### config.mk
export PLATFORM = sky130hd
export DESIGN_NAME = hdmi_line_reader_flat
export DESIGN_NICKNAME = d
export VERILOG_FILES = /design/src/rtl/hdmi_line_reader_if.sv /design/src/rtl/hdmi_line_reader.sv /design/src/flat_wrapper.sv
export SDC_FILE = /design/constraint.sdc
export NUM_CORES = 1
export LEC_CHECK = 0
export CAP_MARGIN = 40
export CORE_MARGIN = 2
export CORE_UTILIZATION = 50
export CTS_CLUSTER_SIZE = 28
export DETAILED_ROUTE_END_ITERATION = 6
export GPL_TIMING_DRIVEN = 0
export PLACE_DENSITY = 0.8
export SLEW_MARGIN = 30
export SYNTH_ARGS = -nofsm -noshare
export SYNTH_HDL_FRONTEND = slang
export SYNTH_SLANG_ARGS = --single-unit
### constraint.sdc
create_clock -name rd_clk -period 5.65 [get_ports rd_clk]
set_input_delay 1.695 -clock rd_clk [delete_from_list [all_inputs] [get_ports rd_clk]]
set_output_delay 1.695 -clock rd_clk [all_outputs]
set_load 0.02 [all_outputs]
### src/rtl/hdmi_line_reader_if.sv
// Line-request handshake and line-buffer read port between hdmi_line_reader
// (master) and the DDR fetch logic / buffer RAM (slave).
interface hdmi_line_reader_if #(
  parameter int ADDR_WIDTH = 12,
  parameter int DATA_WIDTH = 32
);
  logic                  line_req;
  logic                  line_req_half;
  logic [11:0]           line_req_num;
  logic                  line_ready;
  logic [ADDR_WIDTH-1:0] rd_addr;
  logic [DATA_WIDTH-1:0] rd_data;

  modport master (
    output line_req, line_req_half, line_req_num, rd_addr,
    input  line_ready, rd_data
  );

  modport slave (
    input  line_req, line_req_half, line_req_num, rd_addr,
    output line_ready, rd_data
  );
endinterface

### src/rtl/hdmi_line_reader.sv
// Pixel-side reader of the ping-pong HDMI line buffer: prefetches lines from
// upstream and streams buffer words aligned to a 2-cycle delayed sync/DE.
module hdmi_line_reader #(
  parameter int H_ACTIVE   = 1920,
  parameter int V_ACTIVE   = 1080,
  parameter int ADDR_WIDTH = 12,
  parameter int DATA_WIDTH = 32
) (
  input  logic                  rd_clk,
  input  logic                  rd_rst,
  input  logic                  vs_in,
  input  logic                  hs_in,
  input  logic                  de_in,
  hdmi_line_reader_if.master    bus,
  output logic [DATA_WIDTH-1:0] pix_data,
  output logic                  de_out,
  output logic                  hs_out,
  output logic                  vs_out,
  output logic                  underflow
);

  // One bit wider than the in-half offset so col can saturate at H_ACTIVE = 2048.
  localparam int COL_W = ADDR_WIDTH;

  typedef enum logic {IDLE, LINE} rd_state_t;

  rd_state_t        state;
  logic             vs_d, de_d, hs_d, vs_p;
  logic             armed;
  logic [1:0]       half_valid, hv_nxt;
  logic             wr_half, wr_eff;
  logic             rd_half, rd_half_nxt;
  logic             req_pend, req_go, rdy_take;
  logic [11:0]      req_cnt;
  logic [COL_W-1:0] col, col_nxt, col_sat;
  logic             col_in_range;
  logic             line_ok, samp_valid, samp_d;
  logic             vs_rise, de_rise, line_start, line_end;

  always_comb begin
    vs_rise      = vs_in & ~vs_d;
    de_rise      = de_in & ~de_d;
    line_start   = (state == IDLE) & de_rise & ~vs_rise;
    line_end     = (state == LINE) & ~de_in & ~vs_rise;
    rdy_take     = bus.line_ready & req_pend;
    col_in_range = col < COL_W'(H_ACTIVE);

    // Line-end clear and line_ready set touch different halves, so both apply.
    hv_nxt = half_valid;
    if (line_end && line_ok) hv_nxt[rd_half] = 1'b0;
    if (rdy_take)            hv_nxt[wr_half] = 1'b1;
    wr_eff = wr_half ^ rdy_take;

    // Evaluated on post-update state so a freed half is re-requested at once.
    req_go = armed & ~vs_in & ~(req_pend & ~rdy_take) & ~hv_nxt[wr_eff]
           & (req_cnt < 12'(V_ACTIVE));

    col_nxt = col;
    if (vs_rise)                                   col_nxt = '0;
    else if (line_start || (state == LINE && de_in)) col_nxt = col_in_range ? col + 1'b1 : col;
    else if (line_end)                             col_nxt = '0;
    col_sat = (col_nxt < COL_W'(H_ACTIVE)) ? col_nxt : COL_W'(H_ACTIVE - 1);

    rd_half_nxt = rd_half;
    if (vs_rise)                    rd_half_nxt = 1'b0;
    else if (line_end && line_ok)   rd_half_nxt = ~rd_half;

    samp_valid = ~vs_rise & col_in_range &
                 (line_start ? half_valid[rd_half] : ((state == LINE) & de_in & line_ok));
  end

  always_ff @(posedge rd_clk) begin
    if (rd_rst) begin
      state             <= IDLE;
      vs_d              <= 1'b0;
      de_d              <= 1'b0;
      hs_d              <= 1'b0;
      vs_p              <= 1'b0;
      de_out            <= 1'b0;
      hs_out            <= 1'b0;
      vs_out            <= 1'b0;
      samp_d            <= 1'b0;
      pix_data          <= '0;
      armed             <= 1'b0;
      half_valid        <= '0;
      wr_half           <= 1'b0;
      rd_half           <= 1'b0;
      req_pend          <= 1'b0;
      req_cnt           <= '0;
      col               <= '0;
      line_ok           <= 1'b0;
      underflow         <= 1'b0;
      bus.rd_addr       <= '0;
      bus.line_req      <= 1'b0;
      bus.line_req_half <= 1'b0;
      bus.line_req_num  <= '0;
    end else begin
      vs_d     <= vs_in;
      de_d     <= de_in;
      hs_d     <= hs_in;
      vs_p     <= vs_in;
      de_out   <= de_d;
      hs_out   <= hs_d;
      vs_out   <= vs_p;
      samp_d   <= samp_valid;
      pix_data <= samp_d ? bus.rd_data : '0;

      col          <= col_nxt;
      rd_half      <= rd_half_nxt;
      bus.rd_addr  <= {rd_half_nxt, col_sat[ADDR_WIDTH-2:0]};
      bus.line_req <= 1'b0;

      if (vs_rise) begin
        armed      <= 1'b1;
        half_valid <= '0;
        wr_half    <= 1'b0;
        req_pend   <= 1'b0;
        req_cnt    <= '0;
        underflow  <= 1'b0;
        line_ok    <= 1'b0;
        state      <= IDLE;
      end else begin
        half_valid <= hv_nxt;
        wr_half    <= wr_eff;
        req_pend   <= req_go | (req_pend & ~rdy_take);
        if (req_go) begin
          bus.line_req      <= 1'b1;
          bus.line_req_half <= wr_eff;
          bus.line_req_num  <= req_cnt;
          req_cnt           <= req_cnt + 12'd1;
        end
        case (state)
          IDLE: if (line_start) begin
            state   <= LINE;
            line_ok <= half_valid[rd_half];
            if (!half_valid[rd_half]) underflow <= 1'b1;
          end
          LINE: if (line_end) state <= IDLE;
          default: state <= IDLE;
        endcase
      end
    end
  end

endmodule

### src/flat_wrapper.sv
// flat-port wrapper written by rule: the top's interface ports become plain ports
module hdmi_line_reader_flat 
#(
  parameter int H_ACTIVE   = 1920,
  parameter int V_ACTIVE   = 1080,
  parameter int ADDR_WIDTH = 12,
  parameter int DATA_WIDTH = 32
)
  (rd_clk, rd_rst, vs_in, hs_in, de_in, pix_data, de_out, hs_out, vs_out, underflow, bus_line_req, bus_line_req_half, bus_line_req_num, bus_rd_addr, bus_line_ready, bus_rd_data);
  hdmi_line_reader_if #(.ADDR_WIDTH(ADDR_WIDTH), .DATA_WIDTH(DATA_WIDTH)) bus_i ();
  input  logic rd_clk;
  input  logic rd_rst;
  input  logic vs_in;
  input  logic hs_in;
  input  logic de_in;
  output logic [DATA_WIDTH-1:0] pix_data;
  output logic de_out;
  output logic hs_out;
  output logic vs_out;
  output logic underflow;
  output wire logic [$bits(bus_i.line_req)-1:0] bus_line_req;
  output wire logic [$bits(bus_i.line_req_half)-1:0] bus_line_req_half;
  output wire logic [$bits(bus_i.line_req_num)-1:0] bus_line_req_num;
  output wire logic [$bits(bus_i.rd_addr)-1:0] bus_rd_addr;
  input wire logic [$bits(bus_i.line_ready)-1:0] bus_line_ready;
  input wire logic [$bits(bus_i.rd_data)-1:0] bus_rd_data;
  assign bus_line_req = bus_i.line_req;
  assign bus_line_req_half = bus_i.line_req_half;
  assign bus_line_req_num = bus_i.line_req_num;
  assign bus_rd_addr = bus_i.rd_addr;
  assign bus_i.line_ready = bus_line_ready;
  assign bus_i.rd_data = bus_rd_data;
  hdmi_line_reader #(.H_ACTIVE(H_ACTIVE), .V_ACTIVE(V_ACTIVE), .ADDR_WIDTH(ADDR_WIDTH), .DATA_WIDTH(DATA_WIDTH)) u_core (.rd_clk(rd_clk), .rd_rst(rd_rst), .vs_in(vs_in), .hs_in(hs_in), .de_in(de_in), .bus(bus_i), .pix_data(pix_data), .de_out(de_out), .hs_out(hs_out), .vs_out(vs_out), .underflow(underflow));
endmodule
**Word-level counts from Yosys, hierarchy flattened**

Cells that the tools add are included.

- Memories: 0
- Bits of input ports: 38
- Latch bits: 0
- Word-level logic and storage cells: 100
- ROM bits: 0
- Bits in writable memories: 0
- Output and inout port bits: 62
- Bits in registers: 98

- Multiply operators: 0
- Equality and inequality tests: 0
- Magnitude comparators: 8
- Reduce and logical (&&, ||, !) cells: 11
- $add $sub $neg: 2
- Bitwise operators: 34
- Multiplexer cells: 22
- Divide/modulo/power cells: 0
- Shifts and indexed selects: 0

Operators by type and width:

| kind | number |
|---|---|
| $mux W12 | 4 |
| $lt A12 B11 Y1 const B | 3 |
| $add A12 B1 Y12 const B | 2 |
| $and A1 B1 Y1 | 16 |
| $not A1 Y1 | 13 |
| $mux W1 | 12 |
| $mux W11 | 1 |
| $lt A1 B2 Y1 const B | 3 |
| $reduce_or A2 Y1 | 3 |
| $logic_and A1 B1 Y1 | 4 |
| $mux W2 | 2 |
| $reduce_and A2 Y1 | 2 |
| $reduce_and A3 Y1 | 1 |
| $and A2 B2 Y2 | 1 |
| $demux W1 S1 | 2 |
| $ge A1 B1 Y1 const B | 2 |
| $not A2 Y2 | 1 |
| $or A2 B2 Y2 | 1 |
| $pmux W1 S2 | 1 |
| $logic_or A1 B1 Y1 | 1 |
| $or A1 B1 Y1 | 1 |
| $xor A1 B1 Y1 | 1 |

**Longest topological paths before layout**

Gate-level depths: netlist of the first run.

- Depth after elaboration: 15
- Mapped depth: 9
- Mapped depth without buffers: 7

**Worst setup path after synthesis of the first run**

OpenSTA, ideal clock, no wires.

- Kind: input-to-reg
- Start: input vs_in
- End: register u_core.req_cnt[3]
- Stages: 8
- Data required time: 5.579 ns
- Slack: 2.244 ns
- Data arrival time: 3.335 ns
- Library setup time: 0.071 ns
- Buffers on the path: 2
- Cell sequence: nor2b_1 buf_2 o41ai_2 mux2i_1 or2_1 buf_2 or3_1 a21oi_1

- Cells in the longest elaborated chain, start to end: 12
- Elaborated cells between the ends (all ways): 16
- Classes of those cells: mux (4); bitwise (10); reduce/logical (2)

Ends and longest elaborated chain:

| what | RTL line | RTL |
|---|---|---|
| start: declaration | flat_wrapper.sv:13 | `input logic vs_in;` |
| $and A1 B1 Y1 | hdmi_line_reader.sv:41 | `vs_rise = vs_in & ~vs_d;` |
| $not A1 Y1 | hdmi_line_reader.sv:44 | `line_end = (state == LINE) & ~de_in & ~vs_rise;` |
| $and A1 B1 Y1 | hdmi_line_reader.sv:44 |  |
| $logic_and A1 B1 Y1 | hdmi_line_reader.sv:50 | `if (line_end && line_ok) hv_nxt[rd_half] = 1'b0;` |
| $mux W2 | hdmi_line_reader.sv:50 |  |
| $or A2 B2 Y2 (no line) | - |  |
| $mux W2 | hdmi_line_reader.sv:51 | `if (rdy_take) hv_nxt[wr_half] = 1'b1;` |
| $mux W1 (not written as such) (2 in a row) | hdmi_line_reader.sv:55 | `req_go = armed & ~vs_in & ~(req_pend & ~rdy_take) & ~hv_nxt[wr_eff]` |
| $not A1 Y1 | hdmi_line_reader.sv:55 |  |
| $and A1 B1 Y1 | hdmi_line_reader.sv:55 |  |
| $and A1 B1 Y1 | hdmi_line_reader.sv:56 | `& (req_cnt < 12'(V_ACTIVE));` |
| end signal: assignment | hdmi_line_reader.sv:130 | `req_cnt <= req_cnt + 12'd1;` |
| end: declaration | hdmi_line_reader.sv:34 | `logic [11:0] req_cnt;` |

Parallel ways exist; a longest one is shown, timed or not. The select of a mux whose other input is x is not followed.
A chain may end at the register's enable or synchronous reset.

**Worst setup path after layout of the first run**

- Start: input bus_line_ready
- End: register u_core.bus.line_req_num[4]

- Cells in the longest elaborated chain, start to end: 8
- Elaborated cells between the ends (all ways): 13
- Classes of those cells: mux (3); bitwise (9); reduce/logical (1)

Ends and longest elaborated chain:

| what | RTL line | RTL |
|---|---|---|
| start: declaration | flat_wrapper.sv:25 | `input wire logic [$bits(bus_i.line_ready)-1:0] bus_line_ready;` |
| $and A1 B1 Y1 (*) | hdmi_line_reader.sv:45 | `rdy_take = bus.line_ready & req_pend;` |
| $mux W2, or another cell as far along | hdmi_line_reader.sv:51 |  |
| $mux W1 (not written as such) or $and A1 B1 Y1 (tied branches) | hdmi_line_reader.sv:55 |  |
| $mux W1 (not written as such) or $not A1 Y1 (tied branches) | hdmi_line_reader.sv:55 |  |
| $not A1 Y1 or $and A1 B1 Y1 (tied branches) | hdmi_line_reader.sv:55 |  |
| $and A1 B1 Y1 (*) | hdmi_line_reader.sv:55 |  |
| $and A1 B1 Y1 (*) | hdmi_line_reader.sv:56 |  |
| $reduce_and A2 Y1 (no line) (*) | - |  |
| end signal: assignment | hdmi_line_reader.sv:129 | `bus.line_req_num <= req_cnt;` |
| end: declaration | hdmi_line_reader_if.sv:15 | `output line_req, line_req_half, line_req_num, rd_addr,` |

Every way passes the cells marked *; elsewhere a longest branch is shown, timed or not. The select of a mux whose other input is x is not followed.

==> impl_table.tex, run 1 <==
\begin{tabular}{lr}
\hline
Metric & Value \\
\hline
\multicolumn{2}{l}{\textbf{Synth}} \\
Yosys warning count & 0 \\
Distinct cell type count of the synthesized netlist & 45 \\
Cell Area, Synth & approximately 3400 um\^{}2 \\
Biggest area contributors in the synthesized netlist & sky130\_fd\_sc\_hd\_\_dfxtp\_1 (56\%), sky130\_fd\_sc\_hd\_\_and2\_1 (6.4\%), sky130\_fd\_sc\_hd\_\_nand2\_1 (5.8\%) \\
Synthesized netlist cell count & 367 \\
Mean post-synth cell area & between 9 and 10 um\^{}2 \\
Fraction of synthesis flops using an asynchronous set or reset pin & 0\% \\
EDFF count, synth & 0 \\
Synthesized net count & approximately 410 \\
Fraction of the yosys area taken by sequential cells & roughly 56\% \\
Number of synthesized register bits & between 90 and 100 \\
Top\_reg\_cell synth & sky130\_fd\_sc\_hd\_\_dfxtp\_1 \\
Dominant cell by count in the synthesized netlist & sky130\_fd\_sc\_hd\_\_dfxtp\_1 \\
Leading post-synthesis cells by instance count & sky130\_fd\_sc\_hd\_\_dfxtp\_1 (97), sky130\_fd\_sc\_hd\_\_nand2\_1 (53), sky130\_fd\_sc\_hd\_\_and2\_1 (35) \\
Share of the synthesized area in the top cell type & 56.5\% \\
Cell accounting for the most synthesized area & sky130\_fd\_sc\_hd\_\_dfxtp\_1 \\
\multicolumn{2}{l}{\textbf{STA}} \\
Fin Setup TNS & 0 ns \\
Final cycle utilization of the critical path & between 60\% and 70\% \\
Pins Over Slew Limit & 0 \\
Fin Hold WS & 0.448 ns \\
Fmax & roughly 270 MHz \\
Final critical delay including setup and external delays & approximately 3.8 ns \\
RSZ-0062 raised after global routing & no \\
Clk\_skew & 0.00910 ns \\
Worst slew pin tran & between 0.6 and 0.7 ns \\
Final hold violations & 0 \\
Final count of negative-setup-slack endpoints & 0 \\
Relative slew slack & between 50\% and 60\% \\
PnR worst setup slack & 1.89 ns \\
\multicolumn{2}{l}{\textbf{Die}} \\
Die W & 86.9 um \\
Die Outline Area & $\sim$7600 um\^{}2 \\
Vertical die dimension & between 80 and 90 um \\
Number of cell rows & 30 \\
\# IOs & 100 \\
Initial standard-cell utilization of the core & 51.2\% \\
Area inside the core boundary & 6720 um\^{}2 \\
\multicolumn{2}{l}{\textbf{Critical path}} \\
Crit path DAT & approximately 4 ns \\
CP Max Fanout & 10 \\
WS Path Type & in2reg \\
Critical Path Sink Type & register \\
Required time reported for the critical path endpoint & between 5 and 6 ns \\
Reg2Reg Depth & 8 \\
Startpoint Class & input port \\
\multicolumn{2}{l}{\textbf{CTS}} \\
Number of buffers on the longest clock path & 2 \\
Number of post-CTS setup repair buffers & 0 \\
Clock root buffer & sky130\_fd\_sc\_hd\_\_clkbuf\_8 \\
Number of hold-repair buffers added at the cts stage & 0 \\
Number of clock buffers inserted by TritonCTS & 9 \\
Cells resized by post-CTS repair & 0 \\
Clock H-tree levels & 3 \\
Skew-Pair Late Insertion Delay & approximately 0.36 ns \\
Clock net sink count & 97 \\
CTS clock-pin slew for the worst setup and hold paths & roughly 0.090 ns \\
CTS tree & yes \\
\multicolumn{2}{l}{\textbf{Power and ir drop}} \\
Leakage power summed over all cells & roughly 0.0018 uW \\
Pwr/cell area & roughly 250 nW/um\^{}2 \\
Maximum vdd drop & $\sim$0.16 mV \\
\multicolumn{2}{l}{\textbf{Flow run}} \\
Count of maximum capacitance violations & 0 \\
\multicolumn{2}{l}{\textbf{Routing}} \\
Routed WL per cell & 13.8 um \\
First-pass iteration count of the detailed router & 4 \\
Mean number of vias per cell & roughly 5.1 \\
Drc violations & 0 \\
Count of routing violations after the opening detailed-route iteration & roughly 140 \\
Final antenna-violating net count & 0 \\
Detailed-route wire length & $\sim$7800 um \\
Via count & $\sim$2900 \\
\multicolumn{2}{l}{\textbf{Min path}} \\
Hold path cells & 1 \\
Class of the tightest hold or removal check & reg2reg \\
\multicolumn{2}{l}{\textbf{GRT}} \\
First-pass GRT wire length & 12300 um \\
Maximum number of pins on one net before global-route repair & 17 \\
Total routing resource utilization after global routing & between 20\% and 30\% \\
Initial antenna violation count & 0 \\
Via count of the first global-routing pass & about 2600 \\
Residual overflow from global routing & 0 \\
\multicolumn{2}{l}{\textbf{Final layout}} \\
Layout cells sized above 1 & under 10\% \\
Antenna cells & 0 \\
Post-layout nets & between 500 and 600 \\
Final std cells w/o fill & roughly 560 \\
Area growth from synthesis to final layout & 37.0\% \\
\multicolumn{2}{l}{\textbf{Place}} \\
Placed cell count & around 550 \\
Setup slack at placement & around 1.5 ns \\
Number of buffer cells added on primary ports & 98 \\
Dpl hpwl & between 5000 and 6000 um \\
Placer Congestion & $\sim$0.85 \\
\multicolumn{2}{l}{\textbf{Status}} \\
Result of the run & finished, final reports clean \\
\hline
\end{tabular}
==> path summary, 6_finish.rpt <==
check,start,to,slack [ns]
worst max-delay path,bus_line_ready,u_core.bus.line_req_num[4]$_SDFFE_PP0P_,1.89
worst max register to register,u_core.col[0]$_SDFF_PP0_,u_core.bus.rd_addr[1]$_SDFF_PP0_,3.20
worst min-delay path,u_core.hs_d$_SDFF_PP0_,u_core.hs_out$_SDFF_PP0_,0.45
worst min register to register,u_core.hs_d$_SDFF_PP0_,u_core.hs_out$_SDFF_PP0_,0.45
==> layout by cell type, fill, tap and decap left out, types with 4 or more instances in the layout <==
master	count
sky130_fd_sc_hd__a21oi_1	23
sky130_fd_sc_hd__and2_1	35
sky130_fd_sc_hd__and3_1	7
sky130_fd_sc_hd__buf_2	4
sky130_fd_sc_hd__clkbuf_1	11
sky130_fd_sc_hd__clkbuf_8	11
sky130_fd_sc_hd__clkdlybuf4s50_1	98
sky130_fd_sc_hd__dfxtp_1	97
sky130_fd_sc_hd__inv_1	6
sky130_fd_sc_hd__mux2i_1	7
sky130_fd_sc_hd__nand2_1	53
sky130_fd_sc_hd__nand2b_1	6
sky130_fd_sc_hd__nand3_1	14
sky130_fd_sc_hd__nor2_1	26
sky130_fd_sc_hd__nor2b_1	11
sky130_fd_sc_hd__nor3_1	11
sky130_fd_sc_hd__nor4_1	5
sky130_fd_sc_hd__xnor2_1	9
==> critical path, stage by stage <==
cell and delay (ns):
sky130_fd_sc_hd__clkdlybuf4s50_1 0.52, sky130_fd_sc_hd__nand2_1 0.10, sky130_fd_sc_hd__xor2_1 0.28, sky130_fd_sc_hd__mux2i_1 0.64, sky130_fd_sc_hd__or2_1 0.19, sky130_fd_sc_hd__buf_2 0.16
sky130_fd_sc_hd__buf_2 0.23, sky130_fd_sc_hd__nand2_1 0.07, sky130_fd_sc_hd__a21oi_1 0.15
==> cells by family (layout without fill, tap and decap cells) <==
family / count (synthesis) / count (layout) / synth area share [%]
and+or+nand+nor: 182 / 182 / 26.7
DFF: 97 / 97 / 56.5
AOI/OAI and AO/OA: 43 / 43 / 7.93
buffers and inverters: 24 / 138 / 2.87
xor gates and xnor gates: 10 / 10 / 2.55
muxes: 9 / 9 / 2.69
adders and majority gates: 2 / 2 / 0.728
==> power by group <==
group          switching (uW)  total (uW)  internal (uW)  leakage [uW]
Combinational            34.1        71.0           36.9      0.000910
Sequential               3.76         693            690      0.000784
Clock                     238         428            189     0.0000976
Total                     276        1190            916       0.00179
==> flip-flops by register name, summed over array words and instances, names as in the netlist, 2 cells and up <==
signal / flops
u_core.pix_data: 32
u_core.bus.line_req_num: 12
u_core.col: 12
u_core.req_cnt: 12
u_core.bus.rd_addr: 11
u_core.half_valid: 2
==> final cells by class <==
cell class / instances / area [um^2]
fill: 516 / 2010
tap: 80 / 100
buffer: 17 / 72.6
clock inverter: 4 / 35.0
clock buffer: 12 / 155
sequential: 97 / 1940
multi-input combinational: 246 / 1400
timing repair buffer: 98 / 981
inverter: 7 / 26.3
==> through the flow <==
stage	utilization, %	power [uW]	area, um^2
floorplan	-	740	3440
global placement	67.3	779	4520
detailed placement	67.3	780	4520
CTS	70.1	1200	4710
global route	70.1	1230	4710
finish	70.1	1190	4710
==> metal layers <==
layer | share of wire, % | routed length, um | vias to the layer above | GRT usage (%)
met4 | 1.1 | 82 | 0 | 9.09
li1 | - | - | 1444 | -
met1 | 46 | 3540 | 1317 | 28.1
met5 | 0 | 0 | - | 0
met3 | 7.4 | 576 | 9 | 4.45
met2 | 46 | 3550 | 106 | 32.9
(Power assumes the default switching activity.)
==> inputs of run 2 (changes only) <==
- CORE_UTILIZATION: 50 -> 47
- PLACE_DENSITY: 0.8 -> 0.75
- clock period: 5.65 -> 3.5 ns (I/O delays scaled with it)
==> run 2 against run 1 <==
  * Utilization fell by 4.3 points
  * Die area rose by 6.1%
  * Clock power rose by 54%
  * Sequential share of layout area fell by 0.12 points
  * Register-to-register slack got worse by 2.0 ns
  * Count of clock-buffer cells in the layout fell by 2
  * Cell count rose by 3.4%
  * Sequential power rose by 62%
  * First-iteration DRC count fell by 15%
  * Non-clock buffer count did not move
  * Critical endpoint is now u_core.bus.line_req_num[6]$_SDFFE_PP0P_
  * Largest power group unchanged
  * Highest routed layer unchanged
==> impl_table.tex, run 2 (synthesis results as in run 1) <==
\begin{tabular}{lr}
\hline
Metric & Value \\
\hline
\multicolumn{2}{l}{\textbf{CTS}} \\
CTS tree & yes \\
Clock net sink count & 97 (unchanged) \\
Number of hold-repair buffers added at the cts stage & 0 (unchanged) \\
Number of clock buffers inserted by TritonCTS & 9 (unchanged) \\
Number of post-CTS setup repair buffers & 0 (unchanged) \\
Clock H-tree levels & 3 (unchanged) \\
Cells resized by post-CTS repair & 0 (unchanged) \\
CTS clock-pin slew for the worst setup and hold paths & 0.09 ns (about the same) \\
Clock root buffer & sky130\_fd\_sc\_hd\_\_clkbuf\_8 \\
Skew-Pair Late Insertion Delay & 0.35 ns (about the same) \\
Number of buffers on the longest clock path & 2 (unchanged) \\
\multicolumn{2}{l}{\textbf{STA}} \\
Pins Over Slew Limit & 0 (unchanged) \\
Worst slew pin tran & 0.669 ns (-0.00842 ns) \\
PnR worst setup slack & 0.324 ns (-1.56 ns) \\
Fin Hold WS & 0.444 ns (-0.00404 ns) \\
Clk\_skew & 0.00822 ns (-0.000882 ns) \\
Relative slew slack & 54.1\% (+0.58 points) \\
RSZ-0062 raised after global routing & no \\
Final cycle utilization of the critical path & about nine tenths \\
Final count of negative-setup-slack endpoints & 0 (unchanged) \\
Final critical delay including setup and external delays & about 3.2 ns \\
Fmax & between 300 and 400 MHz \\
Final hold violations & 0 (unchanged) \\
\multicolumn{2}{l}{\textbf{Routing}} \\
Count of routing violations after the opening detailed-route iteration & 116 (-15\%) \\
Drc violations & 0 (unchanged) \\
Mean number of vias per cell & 4.85 (-5.3\%) \\
Routed WL per cell & 12.9 um (-6.7\%) \\
Detailed-route wire length & 7470 um (-3.6\%) \\
Via count & 2815 (-2.1\%) \\
Final antenna-violating net count & 0 (unchanged) \\
First-pass iteration count of the detailed router & 4 (unchanged) \\
\multicolumn{2}{l}{\textbf{Status}} \\
Result of the run & finished, final reports clean \\
\multicolumn{2}{l}{\textbf{GRT}} \\
Total routing resource utilization after global routing & 19.1\% (-1.9 points) \\
Residual overflow from global routing & 0 (unchanged) \\
Via count of the first global-routing pass & 2591 (+1.2\%) \\
Initial antenna violation count & 0 (unchanged) \\
Maximum number of pins on one net before global-route repair & 17 (unchanged) \\
First-pass GRT wire length & 11700 um (-4.7\%) \\
\multicolumn{2}{l}{\textbf{Final layout}} \\
Flip-flop count of the largest register after layout & 32 (unchanged) \\
Most frequent standard cell in the layout excluding fill and tap cells & sky130\_fd\_sc\_hd\_\_clkdlybuf4s50\_1 \\
Post-layout nets & 516 (unchanged) \\
Layout cells sized above 1 & 5.82\% (+0.21 points) \\
Area growth from synthesis to final layout & 37.4\% \\
Number of filler instances in the final layout & 595 (+15\%) \\
Antenna cells & 0 (unchanged) \\
Commonest cells after routing, fill and taps aside & sky130\_fd\_sc\_hd\_\_clkdlybuf4s50\_1 (98), sky130\_fd\_sc\_hd\_\_dfxtp\_1 (97), sky130\_fd\_sc\_hd\_\_nand2\_1 (53), sky130\_fd\_sc\_hd\_\_and2\_1 (35), sky130\_fd\_sc\_hd\_\_nor2\_1 (26) \\
Top reg by flops & u\_core.pix\_data \\
\multicolumn{2}{l}{\textbf{Critical path}} \\
Worst reg-to-reg setup slack & 1.19 ns (-2.01 ns) \\
CP Max Fanout & 10 (unchanged) \\
Worst r2r dst & u\_core.bus.rd\_addr[1]\$\_SDFF\_PP0\_ \\
Ordered cell list for the critical path & clkdlybuf4s50\_1, nor2b\_1, buf\_2, o41ai\_2, mux2i\_1, nor2\_1, buf\_2, nand2\_1, a21oi\_1 \\
Startpoint Class & input port \\
Crit path DAT & 3.46 ns (-0.59 ns) \\
Delay of the slowest critical-path stage & 0.46 ns (-0.18 ns) \\
Critical Path Sink Type & register \\
Required time reported for the critical path endpoint & 3.79 ns (-2.15 ns) \\
WS Path Type & in2reg \\
Slowest cell on the critical path & sky130\_fd\_sc\_hd\_\_clkdlybuf4s50\_1 \\
Reg2Reg Depth & 8 (unchanged) \\
Crit path top cell by count & sky130\_fd\_sc\_hd\_\_buf\_2 \\
Reg-to-Reg Start & u\_core.col[0]\$\_SDFF\_PP0\_ \\
\multicolumn{2}{l}{\textbf{Min path}} \\
Destination of the worst hold path & u\_core.hs\_out\$\_SDFF\_PP0\_ \\
Class of the tightest hold or removal check & reg2reg \\
Hold path cells & 1 (unchanged) \\
Hold Crit Start & u\_core.hs\_d\$\_SDFF\_PP0\_ \\
\multicolumn{2}{l}{\textbf{Power and ir drop}} \\
Leakage power summed over all cells & 0.00178 uW (-0.50\%) \\
Maximum vdd drop & 0.230 mV (+43\%) \\
Pwr/cell area & 400 nW/um\^{}2 (+58\%) \\
Total chip power & 1890 uW (+59\%) \\
\multicolumn{2}{l}{\textbf{Flow run}} \\
Count of maximum capacitance violations & 0 (unchanged) \\
\multicolumn{2}{l}{\textbf{Place}} \\
Dpl hpwl & 5620 um (-1.4\%) \\
Number of buffer cells added on primary ports & 98 (unchanged) \\
Placer Congestion & 0.864 (+1.3\%) \\
Setup slack at placement & -0.0599 ns (-1.57 ns) \\
\multicolumn{2}{l}{\textbf{Die}} \\
Initial standard-cell utilization of the core & 47.9\% (-3.3 points) \\
\# IOs & 100 (unchanged) \\
Vertical die dimension & 89.5 um (+3.0\%) \\
Die Outline Area & 8020 um\^{}2 (+6.1\%) \\
Area inside the core boundary & 7180 um\^{}2 (+6.8\%) \\
Number of cell rows & 31 (+3.3\%) \\
Die W & 89.5 um (+3.0\%) \\
\hline
\end{tabular}
run 2: cell types whose count changed in the layout (fill, tap and decap cells not counted), sizes merged:
cell | before | now
clkbuf | 22 | 20
clkinv | 3 | 4
clkinvlp | 0 | 2
inv | 8 | 7
run 2: per-stage QoR:
step / utilization [%] / TNS [ns] / instances / area [um^2]
after floorplan: - / 0 / 367 / 3440
after global placement: 63.3 / 0 / 564 / 4540
after detailed placement: 63.3 / -0.546 / 564 / 4540
after CTS: 65.8 / 0 / 580 / 4720
after global routing: 65.8 / 0 / 580 / 4720
final: 65.8 / 0 / 580 / 4720
run 2: worst max-delay path by stage:
stage          startpoint                                       to  slack (ns)
3_3_place_gp        vs_in  u_core.bus.line_req_num[2]$_SDFFE_PP0P_        0.04
6_report            vs_in  u_core.bus.line_req_num[6]$_SDFFE_PP0P_        0.32
5_1_grt             vs_in  u_core.bus.line_req_num[8]$_SDFFE_PP0P_        0.12
2_1_floorplan       vs_in           u_core.req_cnt[3]$_SDFFE_PP0P_        0.74
4_1_cts             vs_in  u_core.bus.line_req_num[9]$_SDFFE_PP0P_        0.31
3_5_place_dp        vs_in  u_core.bus.line_req_num[5]$_SDFFE_PP0P_       -0.06
run 2: cell type report:
class,count,area [um^2],share of cell area (%)
tap,99,124,2.62
timing repair buffer,98,981,20.8
clock buffer,10,138,2.91
clock inverter,6,42.5,0.901
buffer,17,72.6,1.54
inverter,7,26.3,0.556
sequential,97,1940,41.1
multi-input combinational,246,1400,29.6
run 2: worst max-delay path: cells and delay by family:
family	cells	cell delay, ns
mux	1	0.31
simple gates	3	0.67
compound gates	2	0.49
buf+inv	3	0.94
run 2: metal layers:
| metal | vias to the layer above | wire length (um) | share of wire, % | track usage, % |
|---|---|---|---|---|
| met3 | 7 | 524 | 7.0 | 5.17 |
| li1 | 1440 | - | - | - |
| met4 | 0 | 68 | 0.91 | 6.51 |
| met2 | 101 | 3400 | 45 | 31.6 |
| met5 | - | 0 | 0 | 0 |
| met1 | 1267 | 3480 | 47 | 24.0 |
run 2: report_power, final:
group | switching [uW] | leakage (uW) | internal, uW
clock network | 378 | 0.0000887 | 279
registers | 6.05 | 0.000784 | 1110
logic | 54.9 | 0.000910 | 59.5
==> inputs of run 3 (changes only) <==
- GPL_TIMING_DRIVEN: 0 -> not set
==> run 3 against run 2 <==
  * Non-clock buffer count is 5 lower
  * Die area stayed put
  * Power is 7.5% higher
  * Maximum frequency is 7.5% higher
==> impl_table.tex, run 3 (synthesis results as in run 1) <==
\begin{tabular}{lr}
\hline
Metric & Value \\
\hline
\multicolumn{2}{l}{\textbf{Status}} \\
Result of the run & finished, final reports clean \\
\multicolumn{2}{l}{\textbf{CTS}} \\
CTS clock-pin slew for the worst setup and hold paths & 0.09 ns (about the same) \\
Number of hold-repair buffers added at the cts stage & 0 (unchanged) \\
Number of buffers on the longest clock path & 2 (unchanged) \\
Clock H-tree levels & 3 (unchanged) \\
Skew-Pair Late Insertion Delay & 0.36 ns (about the same) \\
Number of clock buffers inserted by TritonCTS & 9 (unchanged) \\
Clock root buffer & sky130\_fd\_sc\_hd\_\_clkbuf\_8 \\
Clock net sink count & 97 (unchanged) \\
Number of post-CTS setup repair buffers & 0 (unchanged) \\
Cells resized by post-CTS repair & 0 (unchanged) \\
CTS tree & yes \\
\multicolumn{2}{l}{\textbf{STA}} \\
Final critical delay including setup and external delays & 2.95 ns (-0.222 ns) \\
Pins Over Slew Limit & 0 (unchanged) \\
Worst slew pin tran & 0.664 ns (-0.00437 ns) \\
Final cycle utilization of the critical path & 84.4\% (-6.3 points) \\
RSZ-0062 raised after global routing & no \\
Clk\_skew & 0.00618 ns (-0.00204 ns) \\
Final count of negative-setup-slack endpoints & 0 (unchanged) \\
Fmax & 338 MHz (+7.5\%) \\
Final hold violations & 0 (unchanged) \\
Relative slew slack & 55.5\% (+1.4 points) \\
Fin Setup TNS & 0 ns (unchanged) \\
\multicolumn{2}{l}{\textbf{Final layout}} \\
Antenna cells & 0 (unchanged) \\
Area growth from synthesis to final layout & 39.3\% \\
Layout cells sized above 1 & 7.14\% (+1.3 points) \\
Post-layout nets & 511 (-0.97\%) \\
Flip-flop count of the largest register after layout & 32 (unchanged) \\
Most frequent standard cell in the layout excluding fill and tap cells & sky130\_fd\_sc\_hd\_\_clkdlybuf4s50\_1 \\
Utilization after layout & 66.7\% (+0.91 points) \\
Commonest cells after routing, fill and taps aside & sky130\_fd\_sc\_hd\_\_clkdlybuf4s50\_1 (99), sky130\_fd\_sc\_hd\_\_dfxtp\_1 (97), sky130\_fd\_sc\_hd\_\_nand2\_1 (53), sky130\_fd\_sc\_hd\_\_and2\_1 (35), sky130\_fd\_sc\_hd\_\_nor2\_1 (26) \\
Non-Filler Cell Area, Final & 4790 um\^{}2 (+1.4\%) \\
Top reg by flops & u\_core.pix\_data \\
Final std cells w/o fill & 575 (-0.86\%) \\
\multicolumn{2}{l}{\textbf{Routing}} \\
Mean number of vias per cell & 4.91 (+1.2\%) \\
Detailed-route wire length & 7430 um (-0.63\%) \\
Final antenna-violating net count & 0 (unchanged) \\
Routed WL per cell & 12.9 um (+0.24\%) \\
Via count & 2823 (+0.28\%) \\
First-pass iteration count of the detailed router & 4 (unchanged) \\
Count of routing violations after the opening detailed-route iteration & 132 (+14\%) \\
Drc violations & 0 (unchanged) \\
\multicolumn{2}{l}{\textbf{GRT}} \\
Met2 Usage GRT & 30.0\% (-1.6 points) \\
Residual overflow from global routing & 0 (unchanged) \\
Met3 Track Usage GR & 5.45\% (+0.28 points) \\
Initial antenna violation count & 0 (unchanged) \\
Peak-usage layer in the global routing report & met2 \\
Maximum number of pins on one net before global-route repair & 33 (+16) \\
Global Route met1 Usage & 23.6\% (-0.37 points) \\
Total routing resource utilization after global routing & 18.7\% (-0.35 points) \\
Via count of the first global-routing pass & 2561 (-1.2\%) \\
First-pass GRT wire length & 11700 um (-0.30\%) \\
\multicolumn{2}{l}{\textbf{Critical path}} \\
Required time reported for the critical path endpoint & 3.71 ns (-0.08 ns) \\
Reg2Reg Depth & 7 (-1) \\
Startpoint Class & input port \\
Worst r2r dst & u\_core.bus.rd\_addr[1]\$\_SDFF\_PP0\_ \\
Reg-to-Reg Start & u\_core.col[0]\$\_SDFF\_PP0\_ \\
End point of the critical path & u\_core.bus.rd\_addr[1]\$\_SDFF\_PP0\_ \\
WS Path Type & in2reg \\
CP Max Fanout & 7 (-3) \\
Crit path DAT & 3.17 ns (-0.29 ns) \\
Worst reg-to-reg setup slack & 1.22 ns (+0.03 ns) \\
Critical Path Sink Type & register \\
Startpoint of the worst setup timing path & vs\_in \\
\multicolumn{2}{l}{\textbf{Die}} \\
Area inside the core boundary & 7180 um\^{}2 (unchanged) \\
Number of cell rows & 31 (unchanged) \\
Die Outline Area & 8020 um\^{}2 (unchanged) \\
Die W & 89.5 um (unchanged) \\
\# IOs & 100 (unchanged) \\
Vertical die dimension & 89.5 um (unchanged) \\
Initial standard-cell utilization of the core & 47.9\% (unchanged) \\
\multicolumn{2}{l}{\textbf{Min path}} \\
Class of the tightest hold or removal check & reg2reg \\
\multicolumn{2}{l}{\textbf{Power and ir drop}} \\
Maximum vdd drop & 0.262 mV (+14\%) \\
Leakage power summed over all cells & 0.00182 uW (+2.3\%) \\
Pwr/cell area & 425 nW/um\^{}2 (+6.1\%) \\
\multicolumn{2}{l}{\textbf{Place}} \\
Number of buffer cells added on primary ports & 99 (+1.0\%) \\
Placed standard-cell area & 4560 um\^{}2 (+0.44\%) \\
Placer Congestion & 0.850 (-1.6\%) \\
Placed cell count & 559 (-0.89\%) \\
Dpl hpwl & 5360 um (-4.6\%) \\
\multicolumn{2}{l}{\textbf{Flow run}} \\
Count of maximum capacitance violations & 0 (unchanged) \\
\hline
\end{tabular}
-- run 3: area by class of cell --
type,count,area [um^2]
fillers,584,2390
flip-flops and latches,97,1940
multi-input cells,246,1400
repair buffers,110,1070
clock buffers,9,124
well taps,99,124
clock inverters,7,101
inverters,7,26.3
-- run 3: metal layers --
metal | share of wire (%) | vias up
met4 | 1.5 | 0
met2 | 43 | 101
li1 | - | 1435
met5 | 0 | -
met3 | 8.8 | 11
met1 | 46 | 1276
-- run 3: worst max-delay path, cell delays in order --
cell                              delay, ns
sky130_fd_sc_hd__clkdlybuf4s50_1       0.51
sky130_fd_sc_hd__nor2b_1               0.39
sky130_fd_sc_hd__buf_4                 0.23
sky130_fd_sc_hd__nor3b_1               0.05
sky130_fd_sc_hd__nand3_1               0.09
sky130_fd_sc_hd__o22ai_1               0.09
sky130_fd_sc_hd__a31oi_1               0.59
sky130_fd_sc_hd__o31ai_1               0.17
-- run 3: worst min-delay path by stage --
stage                                 from  slack (ns)                  endpoint  cells past startpoint
CTS                 u_core.hs_d$_SDFF_PP0_        0.45  u_core.hs_out$_SDFF_PP0_                      1
global placement    u_core.hs_d$_SDFF_PP0_        0.42  u_core.hs_out$_SDFF_PP0_                      1
finish              u_core.hs_d$_SDFF_PP0_        0.45  u_core.hs_out$_SDFF_PP0_                      1
detailed placement  u_core.hs_d$_SDFF_PP0_        0.43  u_core.hs_out$_SDFF_PP0_                      1
global route        u_core.hs_d$_SDFF_PP0_        0.47  u_core.hs_out$_SDFF_PP0_                      1
floorplan           u_core.hs_d$_SDFF_PP0_        0.41  u_core.hs_out$_SDFF_PP0_                      1
-- run 3: per-stage QoR --
| step | worst slack (ns) | hold WS [ns] | power, uW |
|---|---|---|---|
| floorplan | 0.739 | 0.414 | 1190 |
| global placement | 0.120 | 0.420 | 1260 |
| detailed placement | 0.183 | 0.432 | 1260 |
| CTS | 0.564 | 0.454 | 2060 |
| global route | 0.362 | 0.465 | 2110 |
| finish | 0.546 | 0.450 | 2030 |
-- run 3: report_power, final --
part	leakage [uW]	internal [uW]	switching [uW]	total (uW)
sequential	0.000784	1110	6.02	1120
clock	0.000106	408	388	796
combinational	0.000933	64.2	53.4	118
==> patch 1: new RTL, flow settings as in run 1 <==
`DATA_WIDTH` is set to 32 in 3 places; all go to 48.
--- a/src/rtl/hdmi_line_reader_if.sv
+++ b/src/rtl/hdmi_line_reader_if.sv
@@ -4,3 +4,3 @@
   parameter int ADDR_WIDTH = 12,
-  parameter int DATA_WIDTH = 32
+  parameter int DATA_WIDTH = 48
 );
--- a/src/rtl/hdmi_line_reader.sv
+++ b/src/rtl/hdmi_line_reader.sv
@@ -6,3 +6,3 @@
   parameter int ADDR_WIDTH = 12,
-  parameter int DATA_WIDTH = 32
+  parameter int DATA_WIDTH = 48
 ) (
--- a/src/flat_wrapper.sv
+++ b/src/flat_wrapper.sv
@@ -6,3 +6,3 @@
   parameter int ADDR_WIDTH = 12,
-  parameter int DATA_WIDTH = 32
+  parameter int DATA_WIDTH = 48
 )
Interface: changed (resized bus_rd_data and pix_data); port bits go from 100 to 132. The function was not compared with the original's and may differ.
==> patch 1 against run 1 <==
- wire length grew 21%
- fmax is 6.6% higher
- synthesized area is 14% higher
- design area rose by 27%
- sequential cell count increased by 16
- sequential power increased by 17%
- worst setup slack gained 0.23 ns
- first-iteration DRC count down 26%
- power up 64%
==> patch 1: results <==
[power]
powerClk_uw = 1050
peakVddDrop_uv = 247
power.switching_uw = 420

[place]
dpl.hpwl_mm = 6.43
gp_congestion = 0.835
dp.cells = 613
placed_area_mm2 = 0.00537
place_ws_ns = 1.63

[timing]
relSlewSlack_pct = 64.2
fin_skew_ns = 0.00978

[global_routing]
grt_pass1_vias = 3166
use_met2_pct = 39.7
grtUsageMet3_pct = 6.43
grt_first_pass_wirelength_mm = 15.0
met1_usage_pct = 25.6

[route]
drt_iter0_markers = 101
route.met2.wl_mm = 4.94
viasPerCell = 5.00
wl_per_cell_um = 14.5

[cts]
clk_pin_slew_ns = 0.05

[final_layout]
largest_register_ffs = 48
drive_gt1_share_pct = 8.47
fin_nets = 586
nFillCells = 539

[synth]
ys_top_cells_by_count = "dfxtp_1 (113), and2_1 (54), nor2_1 (39), nand2_1 (19), mux2i_1 (16)"
synth_area_leaders = "dfxtp_1 (58%), and2_1 (8.6%), mux2i_1 (4.1%)"
synth-seq-area-share_pct = 57.5
synth_compound_area_share_pct = 6.43
synth_xor_area_share_pct = 2.13
muxShareOfSynthArea_pct = 5.22
netlist_instances = 380
synthesis.nets = 436

[critical_path]
crit_path_max_fanout = 7
arrival_ns = 3.91
cp_slowest_cell = "clkdlybuf4s50_1"

[outcome]
status = "finished, final reports clean"
## patch 1: final cells by class
class	instances	area, um2	area share, %
multi-input combinational	251	1590	26.7
clock inverter	14	183	3.06
inverter	3	11.3	0.189
timing repair buffer	131	1310	22.0
tap	102	128	2.14
buffer	13	63.8	1.07
sequential	113	2260	37.9
clock buffer	18	418	7.00
## patch 1: worst paths after layout
check                           slack (ns)                     to  depth (start not counted)         from
worst min-delay path                  0.46          u_core.hs_out                          1  u_core.hs_d
worst min register to register        0.46          u_core.hs_out                          1  u_core.hs_d
worst max-delay path                  2.12  u_core.bus.rd_addr[5]                          7        de_in
worst max register to register        3.42  u_core.bus.rd_addr[5]                          6  u_core.vs_d
## patch 1: critical path, delay by kind of cell
| family | cells | cell delay, ns |
|---|---|---|
| simple gates | 3 | 0.84 |
| compound gates | 2 | 0.57 |
| buf+inv | 1 | 0.58 |
| mux | 1 | 0.21 |
==> patch 2: new RTL, settings of run 1 <==
Without the edit above. `pix_data` no longer has a reset.
--- a/src/rtl/hdmi_line_reader.sv
+++ b/src/rtl/hdmi_line_reader.sv
@@ -82,3 +82,2 @@
       samp_d            <= 1'b0;
-      pix_data          <= '0;
       armed             <= 1'b0;
@@ -105,3 +104,2 @@
       samp_d   <= samp_valid;
-      pix_data <= samp_d ? bus.rd_data : '0;
 
@@ -144,2 +142,6 @@
 
+  always_ff @(posedge rd_clk) begin
+    pix_data <= samp_d ? bus.rd_data : '0;
+  end
+
 endmodule
Check against the original RTL: differs if rd_rst is asserted again (counterexample within 10 cycles, from zero or initial values and one cycle with rd_rst high); with rd_rst held inactive, the same outputs for 10 cycles.
==> patch 2 against run 1 <==
- combinational power is 6.8% higher
- cell count is 3.2% lower
- clock power is 23% higher
- design area is 2.3% higher
- wire length is 4.8% lower
- sequential cell count stayed put
- synthesized area is 1.3% higher
- worst setup slack worse by 0.077 ns
- global-route usage is 1.3 points lower
- sequential power hardly changed
- power is 8.7% higher
- clock skew hardly changed
==> patch 2: results <==
[power]
peakVddDrop_uv = 225

[critical_path]
reg2reg_from = "u_core.state"
reg2reg_slack_ns = 3.32
slowest_delay_ns = 0.57

[min_path]
hold_depth = 2
worstHoldStart = "u_core.de_d"

[route]
drt-total-wl_mm = 7.38
wl_per_cell_um = 13.6
drt_iter0_markers = 93
vias = 2748
wl_met1_mm = 3.25
route.met2.wl_mm = 3.63

[synth]
netlist_instances = 348
synth_area_leaders = "dfxtp_1 (56%), and2_1 (6.6%), nor2_1 (4.9%)"
ys_top_cells_by_count = "dfxtp_1 (97), nor2_1 (45), and2_1 (37), nand2_1 (21), mux2i_1 (15)"

[place]
io_buffer_count = 99
dpl.hpwl_mm = 5.32
gp_congestion = 0.908

[timing]
hold_slack_ns = 0.447
relSlewSlack_pct = 55.2

[global_routing]
grt_pass1_vias = 2503
use_met2_pct = 32.5
met1_usage_pct = 24.3
grtUsageMet3_pct = 4.36

[final_layout]
fin_nets = 498
clk_share_pct = 5.06
final-nonclk-buf-share_pct = 22.0
seq_cells = 97

[outcome]
status = "finished, final reports clean"
patch 2: cell types whose count changed after synthesis, moves of 5 or more:
| cell | change |
|---|---|
| nor4_1 | -5 |
| nand2_1 | -32 |
| nor2_1 | +19 |
| mux2i_1 | +8 |
| a21oi_1 | -13 |
patch 2: how the worst max path moves through the flow:
stage	startpoint	to	slack [ns]	cells after the start
6_report	de_in	u_core.bus.line_req_num[10]	1.81	8
5_1_grt	de_in	u_core.bus.line_req_num[9]	1.61	8
4_1_cts	de_in	u_core.bus.line_req_num[10]	1.80	8
3_5_place_dp	de_in	u_core.bus.line_req_num[10]	1.57	8
3_3_place_gp	de_in	u_core.bus.line_req_num[9]	1.59	8
2_1_floorplan	vs_in	u_core.bus.line_req_num[10]	2.46	7
patch 2: kinds of logic (layout without fill, tap and decap cells):
| logic type | Yosys count | after routing | synth area share, % |
|---|---|---|---|
| XOR/XNOR | 11 | 11 | 2.77 |
| adder cells (fa/ha/maj) | 2 | 2 | 0.719 |
| buffers and inverters | 19 | 134 | 2.52 |
| flip-flops | 97 | 97 | 55.8 |
| AND/OR/NAND/NOR | 165 | 165 | 25.3 |
| AO/OA/AOI/OAI | 35 | 35 | 7.33 |
| multiplexers | 19 | 19 | 5.61 |
patch 2: stage by stage:
step / cell area, um2 / util (%)
after floorplan: 3480 / -
after global placement: 4570 / 67.7
after detailed placement: 4570 / 67.7
after CTS: 4820 / 71.3
after global routing: 4820 / 71.3
final: 4820 / 71.3
patch 2: worst max-delay path: cells and delay by family:
kind            cells  cell delay (ns)
compound gates      2             0.76
mux                 1             0.20
simple gates        3             0.66
buf+inv             2             0.74
patch 2: power breakdown:
| group | switching [uW] | total [uW] | internal [uW] |
|---|---|---|---|
| sequential | 3.58 | 693 | 690 |
| combinational | 36.1 | 75.8 | 39.7 |
| clock | 231 | 527 | 296 |
